## src/rtl/ysyx_22041071_axi_rd_arb_pkg.sv

```systemverilog
// ysyx_22041071_axi_rd_arb_pkg: bus widths, AXI codes, grant ids and FSM state encodings for the read arbiter
package ysyx_22041071_axi_rd_arb_pkg;
  localparam int ADDR_BUS = 64;
  localparam int DATA_BUS = 64;
  localparam int AXI_LEN_WIDTH = 8;
  localparam int SIZE_D = 2;
  localparam logic [1:0] BURST_INCR = 2'b01;
  localparam logic [1:0] RESP_OKAY = 2'b00;
  localparam logic GNT_IF = 1'b0;
  localparam logic GNT_MEM = 1'b1;
  typedef enum logic [1:0] {S_IDLE = 2'd0, S_ADDR = 2'd1, S_DATA = 2'd2} state_e;
endpackage

```

## src/rtl/ysyx_22041071_axi_rd_arb_pick.sv

```systemverilog
// ysyx_22041071_arb_pick: combinational winner select; ports if_valid_i/mem_valid_i/last_grant_i in, grant_o/grant_valid_o out; YSYX_22041071_ARB_RR_EN selects round-robin over fixed mem priority
module ysyx_22041071_arb_pick
  import ysyx_22041071_axi_rd_arb_pkg::*;
(
  input  logic if_valid_i,
  input  logic mem_valid_i,
  input  logic last_grant_i,
  output logic grant_o,
  output logic grant_valid_o
);
  assign grant_valid_o = if_valid_i | mem_valid_i;
`ifdef YSYX_22041071_ARB_RR_EN
  assign grant_o = (if_valid_i & mem_valid_i) ? ~last_grant_i : (mem_valid_i ? GNT_MEM : GNT_IF);
`else
  logic unused_last_grant;
  assign unused_last_grant = last_grant_i;
  assign grant_o = mem_valid_i ? GNT_MEM : GNT_IF;
`endif
endmodule

```

## src/rtl/ysyx_22041071_axi_rd_arb.sv

```systemverilog
// ysyx_22041071_axi_rd_arb: arbitrates if/mem read requests onto one AXI read master, one transaction outstanding; ports: clk/reset, per-requester ar (valid/addr/len/size/ready) and r (valid/data/resp/last), AXI ar*/r* master; macro YSYX_22041071_ARB_RR_EN enables round-robin
module ysyx_22041071_axi_rd_arb
  import ysyx_22041071_axi_rd_arb_pkg::*;
#(
  parameter int ADDR_W = ADDR_BUS,
  parameter int DATA_W = DATA_BUS,
  parameter int LEN_W = AXI_LEN_WIDTH
) (
  input  logic              clk,
  input  logic              reset,
  input  logic              if_ar_valid,
  input  logic [ADDR_W-1:0] if_addr,
  input  logic [LEN_W-1:0]  if_len,
  input  logic [1:0]        if_size,
  output logic              if_ar_ready,
  output logic              if_r_valid,
  output logic [DATA_W-1:0] if_r_data,
  output logic [1:0]        if_r_resp,
  output logic              if_r_last,
  input  logic              mem_ar_valid,
  input  logic [ADDR_W-1:0] mem_addr,
  input  logic [LEN_W-1:0]  mem_len,
  input  logic [1:0]        mem_size,
  output logic              mem_ar_ready,
  output logic              mem_r_valid,
  output logic [DATA_W-1:0] mem_r_data,
  output logic [1:0]        mem_r_resp,
  output logic              mem_r_last,
  output logic              arvalid,
  input  logic              arready,
  output logic [ADDR_W-1:0] araddr,
  output logic [LEN_W-1:0]  arlen,
  output logic [2:0]        arsize,
  output logic [1:0]        arburst,
  output logic [3:0]        arid,
  input  logic              rvalid,
  output logic              rready,
  input  logic [DATA_W-1:0] rdata,
  input  logic [1:0]        rresp,
  input  logic              rlast,
  input  logic [3:0]        rid
);
  state_e state_q, state_d;
  logic [ADDR_W-1:0] addr_q, addr_d;
  logic [LEN_W-1:0] len_q, len_d;
  logic [SIZE_D-1:0] size_q, size_d;
  logic gnt_q, gnt_d, gnt, gnt_v, last_gnt, accept, beat;
  logic unused_rid;
  assign unused_rid = ^rid;
  ysyx_22041071_arb_pick u_pick (
    .if_valid_i   (if_ar_valid),
    .mem_valid_i  (mem_ar_valid),
    .last_grant_i (last_gnt),
    .grant_o      (gnt),
    .grant_valid_o(gnt_v)
  );
  // Outputs are gated with reset so an abandoned transaction never leaks a handshake in the reset cycle itself.
  assign accept = ~reset & (state_q == S_IDLE) & gnt_v;
  always_comb begin
    state_d = accept ? S_ADDR
            : (state_q == S_ADDR && arready) ? S_DATA
            : (state_q == S_DATA && rvalid && rlast) ? S_IDLE
            : state_q;
    addr_d = accept ? (gnt ? mem_addr : if_addr) : addr_q;
    len_d = accept ? (gnt ? mem_len : if_len) : len_q;
    size_d = accept ? (gnt ? mem_size : if_size) : size_q;
    gnt_d = accept ? gnt : gnt_q;
  end
  always_ff @(posedge clk) begin
    if (reset) begin
      state_q <= S_IDLE;
      addr_q <= '0;
      len_q <= '0;
      size_q <= '0;
      gnt_q <= GNT_IF;
    end else begin
      state_q <= state_d;
      addr_q <= addr_d;
      len_q <= len_d;
      size_q <= size_d;
      gnt_q <= gnt_d;
    end
  end
`ifdef YSYX_22041071_ARB_RR_EN
  logic last_q;
  always_ff @(posedge clk) begin
    if (reset) last_q <= GNT_IF;
    else if (accept) last_q <= gnt;
  end
  assign last_gnt = last_q;
`else
  assign last_gnt = GNT_IF;
`endif
  assign if_ar_ready = accept & (gnt == GNT_IF);
  assign mem_ar_ready = accept & (gnt == GNT_MEM);
  assign arvalid = ~reset & (state_q == S_ADDR);
  assign araddr = addr_q;
  assign arlen = len_q;
  assign arsize = {1'b0, size_q};
  assign arburst = BURST_INCR;
  assign arid = {3'b000, gnt_q};
  assign rready = ~reset & (state_q == S_DATA);
  assign beat = rready & rvalid;
  assign if_r_valid = beat & (gnt_q == GNT_IF);
  assign mem_r_valid = beat & (gnt_q == GNT_MEM);
  assign if_r_data = rdata;
  assign mem_r_data = rdata;
  assign if_r_resp = rresp;
  assign mem_r_resp = rresp;
  assign if_r_last = if_r_valid & rlast;
  assign mem_r_last = mem_r_valid & rlast;
endmodule

```

## config.mk

```make
export PLATFORM = sky130hd
export DESIGN_NAME = ysyx_22041071_axi_rd_arb
export DESIGN_NICKNAME = d
export VERILOG_FILES = /design/src/rtl/ysyx_22041071_axi_rd_arb_pkg.sv /design/src/rtl/ysyx_22041071_axi_rd_arb_pick.sv /design/src/rtl/ysyx_22041071_axi_rd_arb.sv
export SDC_FILE = /design/constraint.sdc
export NUM_CORES = 1
export LEC_CHECK = 0
export ABC_CLOCK_PERIOD_IN_PS = 1400
export BUFFER_PORTS_ARGS = -buffer_cell sky130_fd_sc_hd__buf_2
export CORE_AREA = 2 2 171 173
export DETAILED_ROUTE_END_ITERATION = 16
export DIE_AREA = 0 0 173 175
export PLACE_DENSITY = 0.48
export SYNTH_ARGS = -nofsm -noshare
export SYNTH_HDL_FRONTEND = slang
export SYNTH_SLANG_ARGS = --single-unit
```

## constraint.sdc

```tcl
create_clock -name clk -period 1.4 [get_ports clk]
set_clock_uncertainty 0.15 [all_clocks]
set_input_delay 0.21 -clock clk [delete_from_list [all_inputs] [get_ports clk]]
set_output_delay 0.21 -clock clk [all_outputs]
set_load 0.05 [all_outputs]
```

* Yosys cells after proc, flatten, opt, wreduce, memory -nomap -nowiden *
Index checks and enable logic that the tools add are counted.

storage, ports and cells
  register bits = 77
  input bits = 225
  logic and storage cells = 37
  output and inout bits = 221

cells by class
  reductions and logical operators = 7
  multiplexer cells = 7
  bitwise operators = 15
  eq/ne operators = 2

operators with widths
  cell                                                              number
  64-bit 2-to-1 mux                                                 1
  1-bit bitwise AND                                                 11
  8-bit 2-to-1 mux                                                  1
  2-bit 2-to-1 mux                                                  3
  1-bit logical AND                                                 3
  1-bit NOT                                                         3
  3-bit nonzero test                                                1
  2-bit by 1-bit == test with 1-bit output (second input constant)  1
  2-bit == test (second input constant)                             1
  2-bit logical NOT                                                 1
  1-bit 2-to-1 mux                                                  2
  2-bit nonzero test                                                1
  2-bit OR reduction                                                1
  1-bit bitwise OR                                                  1

* Longest topological paths before layout *
Gate-level depths: netlist of run 1.

  depth after elaboration = 6
  gate-level depth with buffers = 6
  depth with buffers taken out = 3

* By module *
Synthesis of run 1 repeated with hierarchy kept, for this count alone.

unflattened totals
  cells, all modules = 496
  area, all modules = 4,880.9 µm²

by module, submodules not included
  module                    area an instance (µm²)  times used  sequential area each (µm²)  cells each
  ysyx_22041071_axi_rd_arb  4,867.2                 1           1,541.5                     494
  ysyx_22041071_arb_pick    13.8                    1           0.0                         2

* Worst setup path before layout of run 1 *
Ideal clock, no wire load.

  path type = reg2out
  start = register state_q[0]
  end = output if_r_last
  path buffers = 1
  slack = -1,027 ps
  arrival = 2,067 ps
  required time = 1,040 ps
  cell stages (with the launch flop) = 5
  cell sequence = dfxtp_1 -> buf_6 -> nor4bb_1 -> nor2b_1 -> and2_1

between the ends
  cells in the longest elaborated chain, start to end = 5

RTL lines
  item                      line                             source
  start: declaration        ysyx_22041071_axi_rd_arb.sv:43   state_e state_q, state_d;
  start signal: assignment  ysyx_22041071_axi_rd_arb.sv:77   state_q <= state_d;
  2-bit == test             ysyx_22041071_axi_rd_arb.sv:102  assign rready = ~reset & (state_q == S_DATA);
  1-bit bitwise AND         ysyx_22041071_axi_rd_arb.sv:102
  1-bit bitwise AND         ysyx_22041071_axi_rd_arb.sv:103  assign beat = rready & rvalid;
  1-bit bitwise AND         ysyx_22041071_axi_rd_arb.sv:104  assign if_r_valid = beat & (gnt_q == GNT_IF);
  named net if_r_valid      ysyx_22041071_axi_rd_arb.sv:16   output logic if_r_valid,
  1-bit bitwise AND         ysyx_22041071_axi_rd_arb.sv:110  assign if_r_last = if_r_valid & rlast;
  end: declaration          ysyx_22041071_axi_rd_arb.sv:19   output logic if_r_last,

The timed path passes the listed nets, and every way through them passes these cells.

* Worst setup path in the final report of run 1 *
  start = register state_q[0]
  end = output mem_r_last

between the ends
  cells in the longest elaborated chain, start to end = 5

RTL lines
  item               line                             source
  2-bit == test      ysyx_22041071_axi_rd_arb.sv:102
  1-bit bitwise AND  ysyx_22041071_axi_rd_arb.sv:102
  1-bit bitwise AND  ysyx_22041071_axi_rd_arb.sv:103
  1-bit bitwise AND  ysyx_22041071_axi_rd_arb.sv:105  assign mem_r_valid = beat & (gnt_q == GNT_MEM);
  1-bit bitwise AND  ysyx_22041071_axi_rd_arb.sv:111  assign mem_r_last = mem_r_valid & rlast;
  end: declaration   ysyx_22041071_axi_rd_arb.sv:28   output logic mem_r_last,

Every way passes these cells.

==> results of run 1 <==
## critical path: cells and delay by family, from the launching register on
kind,cells,cell delay [ns]
buf+inv,3,0.43
simple gates,2,0.47
flops,1,0.35
## power groups by stage
stage / registers [mW] / logic (mW) / clock network [mW]
global route: 2.51 / 3.24 / 2.84
CTS: 2.48 / 3.03 / 2.79
finish: 2.49 / 3.07 / 2.65
global placement: 2.50 / 1.97 / 0
floorplan: 3.04 / 1.76 / 0
detailed placement: 2.50 / 1.99 / 0
## per-layer routing
| metal | up-vias | part of all wire, % | global-route usage, % |
|---|---|---|---|
| li1 | 2240 | - | - |
| met1 | 2273 | 39 | 15.08 |
| met2 | 258 | 51 | 24.53 |
| met3 | 70 | 5.9 | 3.677 |
| met4 | 2 | 3.7 | 6.109 |
| met5 | - | 0.051 | 0 |
## layout by cell type, fill, tap and decap left out, types with 2 or more instances in the layout
cell type        n
a21oi_2          4
buf_4           35
nor3b_4          2
o31ai_1         17
clkbuf_4        20
dlygate4sd3_1   97
buf_16          17
and2_4           4
buf_6            8
and2_1          12
clkbuf_1         2
o31ai_4         29
clkinv_4         2
dfxtp_2          3
a221o_1         14
buf_2          204
a32oi_2         13
buf_8            3
nor2b_4          2
dfxtp_1         74
a21oi_1         60
clkbuf_16        9
a32oi_1         47
conb_1           6
bufinv_16        2
o31ai_2         14
buf_12          23
nor2_4           2
inv_1            2
o21ai_0          3
nand2_1          4
## cell usage after synthesis
cell type,number,area share (%)
dfxtp_1,77,34
nor4b_4,1,0.52
buf_4,141,23
nand2_1,4,0.33
nor3b_1,2,0.33
nor3_4,1,0.36
buf_2,15,1.6
and3_1,1,0.14
buf_6,8,2.0
clkbuf_1,28,2.3
o31ai_1,60,9.9
nor2_1,2,0.16
nor4bb_1,1,0.22
a21oi_1,63,6.9
a32oi_1,60,12
a221o_1,14,3.1
conb_1,2,0.16
o21ai_0,3,0.33
inv_1,2,0.16
and2_1,17,2.3
nor2b_1,2,0.27
a21oi_2,1,0.19
or2_1,2,0.27
## logic make-up after synthesis
logic type	synth area share, %
AO/OA/AOI/OAI	31.87
other	0.1645
AND/OR/NAND/NOR	4.933
flip-flops	33.76
buffers and inverters	29.27
## per-stage QoR
step / std cells / setup TNS (ns) / cell area, µm² / setup WS (ns)
2_1_floorplan: 511 / -5.430 / 4681 / -0.3324
3_3_place_gp: 976 / -26.06 / 5439 / -0.3973
3_5_place_dp: 976 / -26.32 / 5439 / -0.4173
4_1_cts: 1119 / -30.54 / 7989 / -0.6036
5_1_grt: 1127 / -36.89 / 8185 / -0.6431
6_report: 1127 / -30.88 / 8185 / -0.5544
## flip-flops by register name, indices dropped and copies added, names as in the netlist
name and count:
state_q 2, arlen 8, araddr 64, gnt_q 1
size_q 2
## worst max-delay path by stage
| stage | endpoint | cells after the start | start |
|---|---|---|---|
| after floorplan | if_r_last | 4 | state_q[0] |
| after global placement | araddr[53] | 7 | reset |
| after detailed placement | araddr[53] | 7 | reset |
| after CTS | if_r_last | 5 | state_q[0] |
| after global routing | mem_r_last | 5 | state_q[0] |
| final | mem_r_last | 5 | state_q[0] |
## cell type report
| class | instances | area [µm²] | area share, % |
|---|---|---|---|
| repair buffers | 407 | 3468 | 42.37 |
| multi-input cells | 240 | 2364 | 28.88 |
| flip-flops and latches | 77 | 1545 | 18.88 |
| well taps | 384 | 480.5 | 5.870 |
| clock buffers | 11 | 232.7 | 2.843 |
| clock inverters | 5 | 85.08 | 1.039 |
| inverters | 2 | 7.507 | 0.09172 |
| diodes | 1 | 2.502 | 0.03057 |
## timing repair
item,in CTS,in global routing
hold endpoints to repair,69,0
cloned,16,0
pin swaps,57,22
hold buffers,97,0
resized for setup,127,40
buffers inserted,14,8
endpoints found under the setup margin,84,101
==> flow_summary.json, run 1 <==
{
  "worstSkewPairLatency_ns": 0.34,
  "switching_power_mw": 2.920,
  "syn_area_um2": 4566,
  "p_seq_share_pct": 30.3,
  "outcome": "finished with violations",
  "ir_worst_vdd_mv": 0.5504,
  "remaining_drc_errors": 0,
  "area_growth_syn_to_layout_pct": 79.28,
  "cts_buffer_depth": 2,
  "timing.slew.headroom_pct": 46.93,
  "arrival_ns": 1.59,
  "synth-seq-cells": 77,
  "p_total_mw": 8.206,
  "drtAntennaViolNets": 0,
  "cp-end-kind": "output port",
  "timing_worst_setup_path_type": "flop to output port",
  "fillCellCount": 2962,
  "dieArea_um2": 30280,
  "holdWs_ns": 0.009900,
  "leakagePower_nw": 3.297,
  "drv_cap": 0,
  "yosysSeqAreaShare_pct": 33.76,
  "root_buffer": "clkbuf_16",
  "r2r_start": "state_q[0]",
  "fin_util_pct": 28.83,
  "min_to": "araddr[19]",
  "grt_overflow_total": 0,
  "reg2reg_slack_ns": -0.46,
  "fmax_ghz": 0.5117,
  "r2r_cells": 9,
  "startpoint_type": "flop",
  "detail_route.wl_per_cell_um": 19.11,
  "core_um2": 28390,
  "r2r_end": "araddr[28]",
  "p_sw_share_pct": 35.58,
  "path_cells": "nor4bb_4 -> buf_4 -> buf_4 -> and3_2 -> buf_6",
  "cts_sinks": 77,
  "violations": "setup timing",
  "hold_path.class": "input pin to flop",
  "max_stage_delay_ns": 0.35,
  "dr.pass1.iters": 5,
  "ios": 446,
  "num_rows": 62,
  "wl_um": 21540,
  "cts_buffers": 9,
  "slew_violations": 0,
  "cp_common_cell": "buf_4",
  "combPwrFrac_pct": 37.4,
  "first_iter_violations": 161,
  "hp-start": "mem_addr[19]",
  "hold_viol": 0,
  "slowest_stage": "dfxtp_2",
  "synth_cell_types": 23,
  "vias": 4843,
  "io_buffers": 237,
  "p_int_mw": 5.287,
  "cts_tree": "done",
  "grt_first_pass_wirelength_um": 30690,
  "vias_per_cell": 4.297,
  "start_util_pct": 16.08,
  "setup_ws_ns": -0.5544,
  "yosysWarnings": 0,
  "avgSynthCellArea_um2": 9.005,
  "clkTransAtPathRegs_ns": 0.07,
  "die_h_um": 175,
  "pwr-share-clk_pct": 32.2,
  "nets": 962,
  "grt_max_degree": 55,
  "gp_congestion": 0.6867,
  "hold_depth": 3,
  "dp_hpwl_um": 12130,
  "power.density_nw_per_um2": 1003,
  "grt_pass1_vias": 4931,
  "rsz0062_at_grt": "yes",
  "period_share_pct": 139.6,
  "die_w_um": 173,
  "setup_viol": 83,
  "syn_inst": 507,
  "h-tree-depth": 3,
  "grt_use_total_pct": 13.67,
  "period_needed_ns": 1.954,
  "drive_above_1_share_pct": 54.31,
  "antenna_found_initial": 2,
  "tightest_slew_ns": 0.7960,
  "critPathRequiredTime_ns": 1.04,
  "path_max_fanout": 4
}
Power figures use the tool's default switching activity.
==> run 2, diff against run 1 <==
Settings changed: SKIP_CTS_REPAIR_TIMING set to 1.
==> flow_summary.json, run 2 (same netlist as run 1, synthesis figures left out) <==
{
  "critPathRequiredTime_ns": 1.04,
  "final_cell_mix": "213 x buf_2, 74 x dfxtp_1, 60 x a21oi_1",
  "h-tree-depth": 3,
  "period_share_pct": 143.1,
  "cts_buffers": 9,
  "layout_commonest_cell": "buf_2",
  "cts_buffer_depth": 2,
  "placed_cell_area_um2": 5439,
  "cts_sinks": 77,
  "grt_use_total_pct": 10.49,
  "timing_worst_setup_path_type": "flop to output port",
  "worstSkewPairLatency_ns": 0.34,
  "drtAntennaViolNets": 0,
  "violations": "hold timing, setup timing",
  "die_w_um": 173,
  "wl_um": 20020,
  "io_buffers": 237,
  "slew_violations": 0,
  "root_buffer": "clkbuf_16",
  "grt_overflow_total": 0,
  "fmax_ghz": 0.4993,
  "r2r_end": "araddr[54]",
  "dieArea_um2": 30280,
  "r2r_cells": 8,
  "holdWs_ns": -0.02103,
  "cts_tree": "done",
  "area_growth_syn_to_layout_pct": 56.67,
  "cp-end-kind": "output port",
  "diodes": 0,
  "outcome": "finished with violations",
  "nets": 889,
  "num_rows": 62,
  "grt_max_degree": 55,
  "grt_first_pass_wirelength_um": 24160,
  "vias_per_cell": 4.270,
  "gp_congestion": 0.6867,
  "remaining_drc_errors": 0,
  "setup_viol": 83,
  "crit_path_end": "if_r_last",
  "largest_reg_flops": 64,
  "vias": 4496,
  "start_util_pct": 16.08,
  "power.density_nw_per_um2": 1080,
  "dp_hpwl_um": 12130,
  "antenna_found_initial": 1,
  "ir_worst_vdd_mv": 0.4536,
  "drive_above_1_share_pct": 57.10,
  "path_max_fanout": 4,
  "grt_pass1_vias": 3990,
  "leakagePower_nw": 2.910,
  "hold_path.class": "input pin to flop",
  "drv_cap": 0,
  "fillCellCount": 3093,
  "first_iter_violations": 152,
  "hold_viol": 8,
  "die_h_um": 175,
  "period_needed_ns": 2.003,
  "ios": 446,
  "r2r_start": "state_q[0]",
  "timing.slew.headroom_pct": 47.19,
  "fin_util_pct": 25.19,
  "design_area_um2": 7153,
  "clkTransAtPathRegs_ns": 0.07,
  "setup_ws_ns": -0.6028,
  "arrival_ns": 1.64,
  "detail_route.wl_per_cell_um": 19.01,
  "reg2reg_slack_ns": -0.36,
  "p_total_mw": 7.727,
  "dr.pass1.iters": 4,
  "rsz0062_at_grt": "yes",
  "cp-startpoint": "state_q[0]",
  "tightest_slew_ns": 0.7922,
  "core_um2": 28390,
  "startpoint_type": "flop"
}
## run 2: cell types whose count changed in the layout (fill, tap and decap cells not counted), moves of 3 or more
cell / before / now
o31ai_4: 29 / 21
o31ai_1: 17 / 24
a32oi_1: 47 / 44
buf_4: 35 / 25
clkbuf_16: 9 / 18
a32oi_2: 13 / 16
buf_16: 17 / 1
dlygate4sd3_1: 97 / 39
buf_2: 204 / 213
clkbuf_4: 20 / 15
buf_12: 23 / 17
## run 2: final cells by class
type	count	area (µm²)	area share, %
timing repair buffer	333	2522	35.26
multi-input combinational	241	2280	31.87
sequential	77	1545	21.60
tap	384	480.5	6.717
clock buffer	11	232.7	3.253
clock inverter	5	85.08	1.189
inverter	2	7.507	0.1050
## run 2: worst min path at each step
stage	startpoint	end	slack, ns	cells past startpoint
after floorplan	if_addr[36]	araddr[36]	0.20	1
after global placement	rdata[47]	if_r_data[47]	0.27	0
after detailed placement	rdata[47]	if_r_data[47]	0.27	0
after CTS	if_addr[36]	araddr[36]	-0.08	2
after global routing	mem_addr[33]	araddr[33]	-0.001	3
final	mem_addr[52]	araddr[52]	-0.02	3
## run 2: worst max-delay path, cell delays in order, from the launching register on
cell	delay (ns)
dfxtp_2	0.35
nor4bb_4	0.35
buf_4	0.19
nor2b_4	0.13
and2_4	0.14
buf_8	0.13
## run 2: report_power, final
group | internal (mW) | total, mW | leakage (nW) | switching, mW
clock | 1.57 | 2.63 | 0.150 | 1.05
sequential | 2.36 | 2.48 | 0.631 | 0.117
combinational | 1.02 | 2.62 | 2.13 | 1.60
## run 2: metrics by stage
step | TNS [ns] | hold WS (ns) | setup WS [ns] | std cells
after floorplan | -5.430 | 0.1989 | -0.3324 | 511
after global placement | -26.06 | 0.2705 | -0.3973 | 976
after detailed placement | -26.32 | 0.2705 | -0.4173 | 976
after CTS | -26.65 | -0.08270 | -0.7068 | 992
after global routing | -28.63 | -0.001167 | -0.6463 | 1053
final | -23.71 | -0.02103 | -0.6028 | 1053
## run 2: metal layers
layer / share of wire [%] / track usage, % / vias up
li1: - / - / 2079
met1: 40 / 11.82 / 2103
met2: 50 / 17.70 / 247
met3: 6.9 / 3.764 / 65
met4: 3.8 / 4.908 / 2
met5: 0.055 / 0 / -
==> run 3, diff against run 2 <==
Settings changed: PLACE_DENSITY 0.48 to 0.55.
==> flow_summary.json, run 3 (same netlist as run 1, synthesis figures left out) <==
{
  "cts_tree": "done",
  "violations": "hold timing, setup timing",
  "diodes": 0,
  "setup_ws_ns": -0.5670,
  "period_needed_ns": 1.967,
  "core_um2": 28390,
  "dieArea_um2": 30280,
  "root_buffer": "clkbuf_16",
  "vias_per_cell": 4.206,
  "min_to": "araddr[11]",
  "rsz0062_at_grt": "yes",
  "final_cell_mix": "226 x buf_2, 74 x dfxtp_1, 57 x o31ai_1, 57 x a21oi_1, 44 x a32oi_2",
  "antenna_found_initial": 0,
  "hp-start": "mem_addr[11]",
  "gp_congestion": 0.7328,
  "drive_above_1_share_pct": 58.76,
  "first_iter_violations": 114,
  "grt_first_pass_wirelength_um": 22870,
  "ios": 446,
  "reg2reg_slack_ns": -0.40,
  "grt_use_total_pct": 10.01,
  "power.density_nw_per_um2": 1059,
  "arrival_ns": 1.61,
  "hold_viol": 13,
  "grt_max_degree": 45,
  "fin_util_pct": 24.30,
  "clkTransAtPathRegs_ns": 0.07,
  "critPathRequiredTime_ns": 1.04,
  "die_w_um": 173,
  "setup_viol": 82,
  "holdWs_ns": -0.01854,
  "path_max_fanout": 4,
  "timing_worst_setup_path_type": "flop to output port",
  "drtAntennaViolNets": 0,
  "start_util_pct": 16.08,
  "worstSkewPairLatency_ns": 0.34,
  "drv_cap": 0,
  "cts_sinks": 77,
  "die_h_um": 175,
  "dp_hpwl_um": 12020,
  "r2r_start": "state_q[1]",
  "io_buffers": 237,
  "largest_reg_flops": 64,
  "cts_buffer_depth": 2,
  "period_share_pct": 140.5,
  "r2r_end": "araddr[56]",
  "grt_pass1_vias": 3956,
  "grt_overflow_total": 0,
  "area_growth_syn_to_layout_pct": 51.11,
  "leakagePower_nw": 2.981,
  "outcome": "finished with violations",
  "r2r_cells": 8,
  "h-tree-depth": 3,
  "hold_depth": 3,
  "cts_buffers": 9,
  "dr.pass1.iters": 4,
  "slew_violations": 0,
  "nets": 883,
  "remaining_drc_errors": 0,
  "vias": 4399,
  "hold_path.class": "input pin to flop",
  "p_total_mw": 7.308,
  "ir_worst_vdd_mv": 0.4004,
  "layout_commonest_cell": "buf_2",
  "detail_route.wl_per_cell_um": 17.45,
  "cp-end-kind": "output port",
  "fmax_ghz": 0.5084,
  "wl_um": 18250,
  "num_rows": 62,
  "startpoint_type": "flop"
}
run 3: cell types whose count changed in the layout (fill, tap and decap cells not counted), sizes merged:
cell	previous run	this run
dlygate4sd3	39	36
clkbuf	35	18
buf	270	285
bufinv	2	1
or2	3	2
run 3: worst max-delay path, stage by stage, from the launching register on:
cell and delay, ns:
dfxtp_4 0.36, nor4bb_4 0.40, nor2b_4 0.22, and2_4 0.15, buf_8 0.14
run 3: layout make-up:
cell class | instances | area (µm²)
multi-input cells | 240 | 2183
well taps | 384 | 480.5
flip-flops and latches | 77 | 1550
clock inverters | 4 | 47.55
fillers | 3063 | 21490
clock buffers | 11 | 252.7
repair buffers | 328 | 2377
inverters | 2 | 7.507
run 3: metrics by stage:
step / TNS (ns) / area (µm²) / cells / worst slack (ns)
2_1_floorplan: -5.430 / 4681 / 511 / -0.3324
4_1_cts: -33.00 / 5659 / 989 / -0.7609
6_report: -27.98 / 6899 / 1046 / -0.5670
3_5_place_dp: -29.07 / 5359 / 974 / -0.4704
5_1_grt: -33.52 / 6899 / 1046 / -0.5994
3_3_place_gp: -27.86 / 5359 / 974 / -0.4065
run 3: worst max-delay path by stage:
stage / from / to / slack (ns) / depth (start not counted)
CTS: state_q[0] / mem_ar_ready / -0.76 / 4
global placement: state_q[0] / araddr[6] / -0.41 / 4
finish: state_q[0] / if_r_last / -0.57 / 4
global route: state_q[0] / if_r_last / -0.60 / 4
detailed placement: state_q[0] / araddr[28] / -0.47 / 4
floorplan: state_q[0] / if_r_last / -0.33 / 4
run 3: routing by layer:
layer,up-vias,part of all wire [%],global-route usage [%]
met5,-,0,0
met4,0,3.9,5.544
met3,74,8.0,3.394
met2,245,51,17.78
met1,2019,37,10.37
li1,2061,-,-
run 3: power by group:
| group | internal [mW] | leakage (nW) | total (mW) | switching [mW] |
|---|---|---|---|---|
| sequential | 2.36 | 0.632 | 2.46 | 0.0944 |
| clock | 1.47 | 0.147 | 2.47 | 1.01 |
| combinational | 0.897 | 2.20 | 2.38 | 1.48 |
| total | 4.72 | 2.98 | 7.31 | 2.58 |
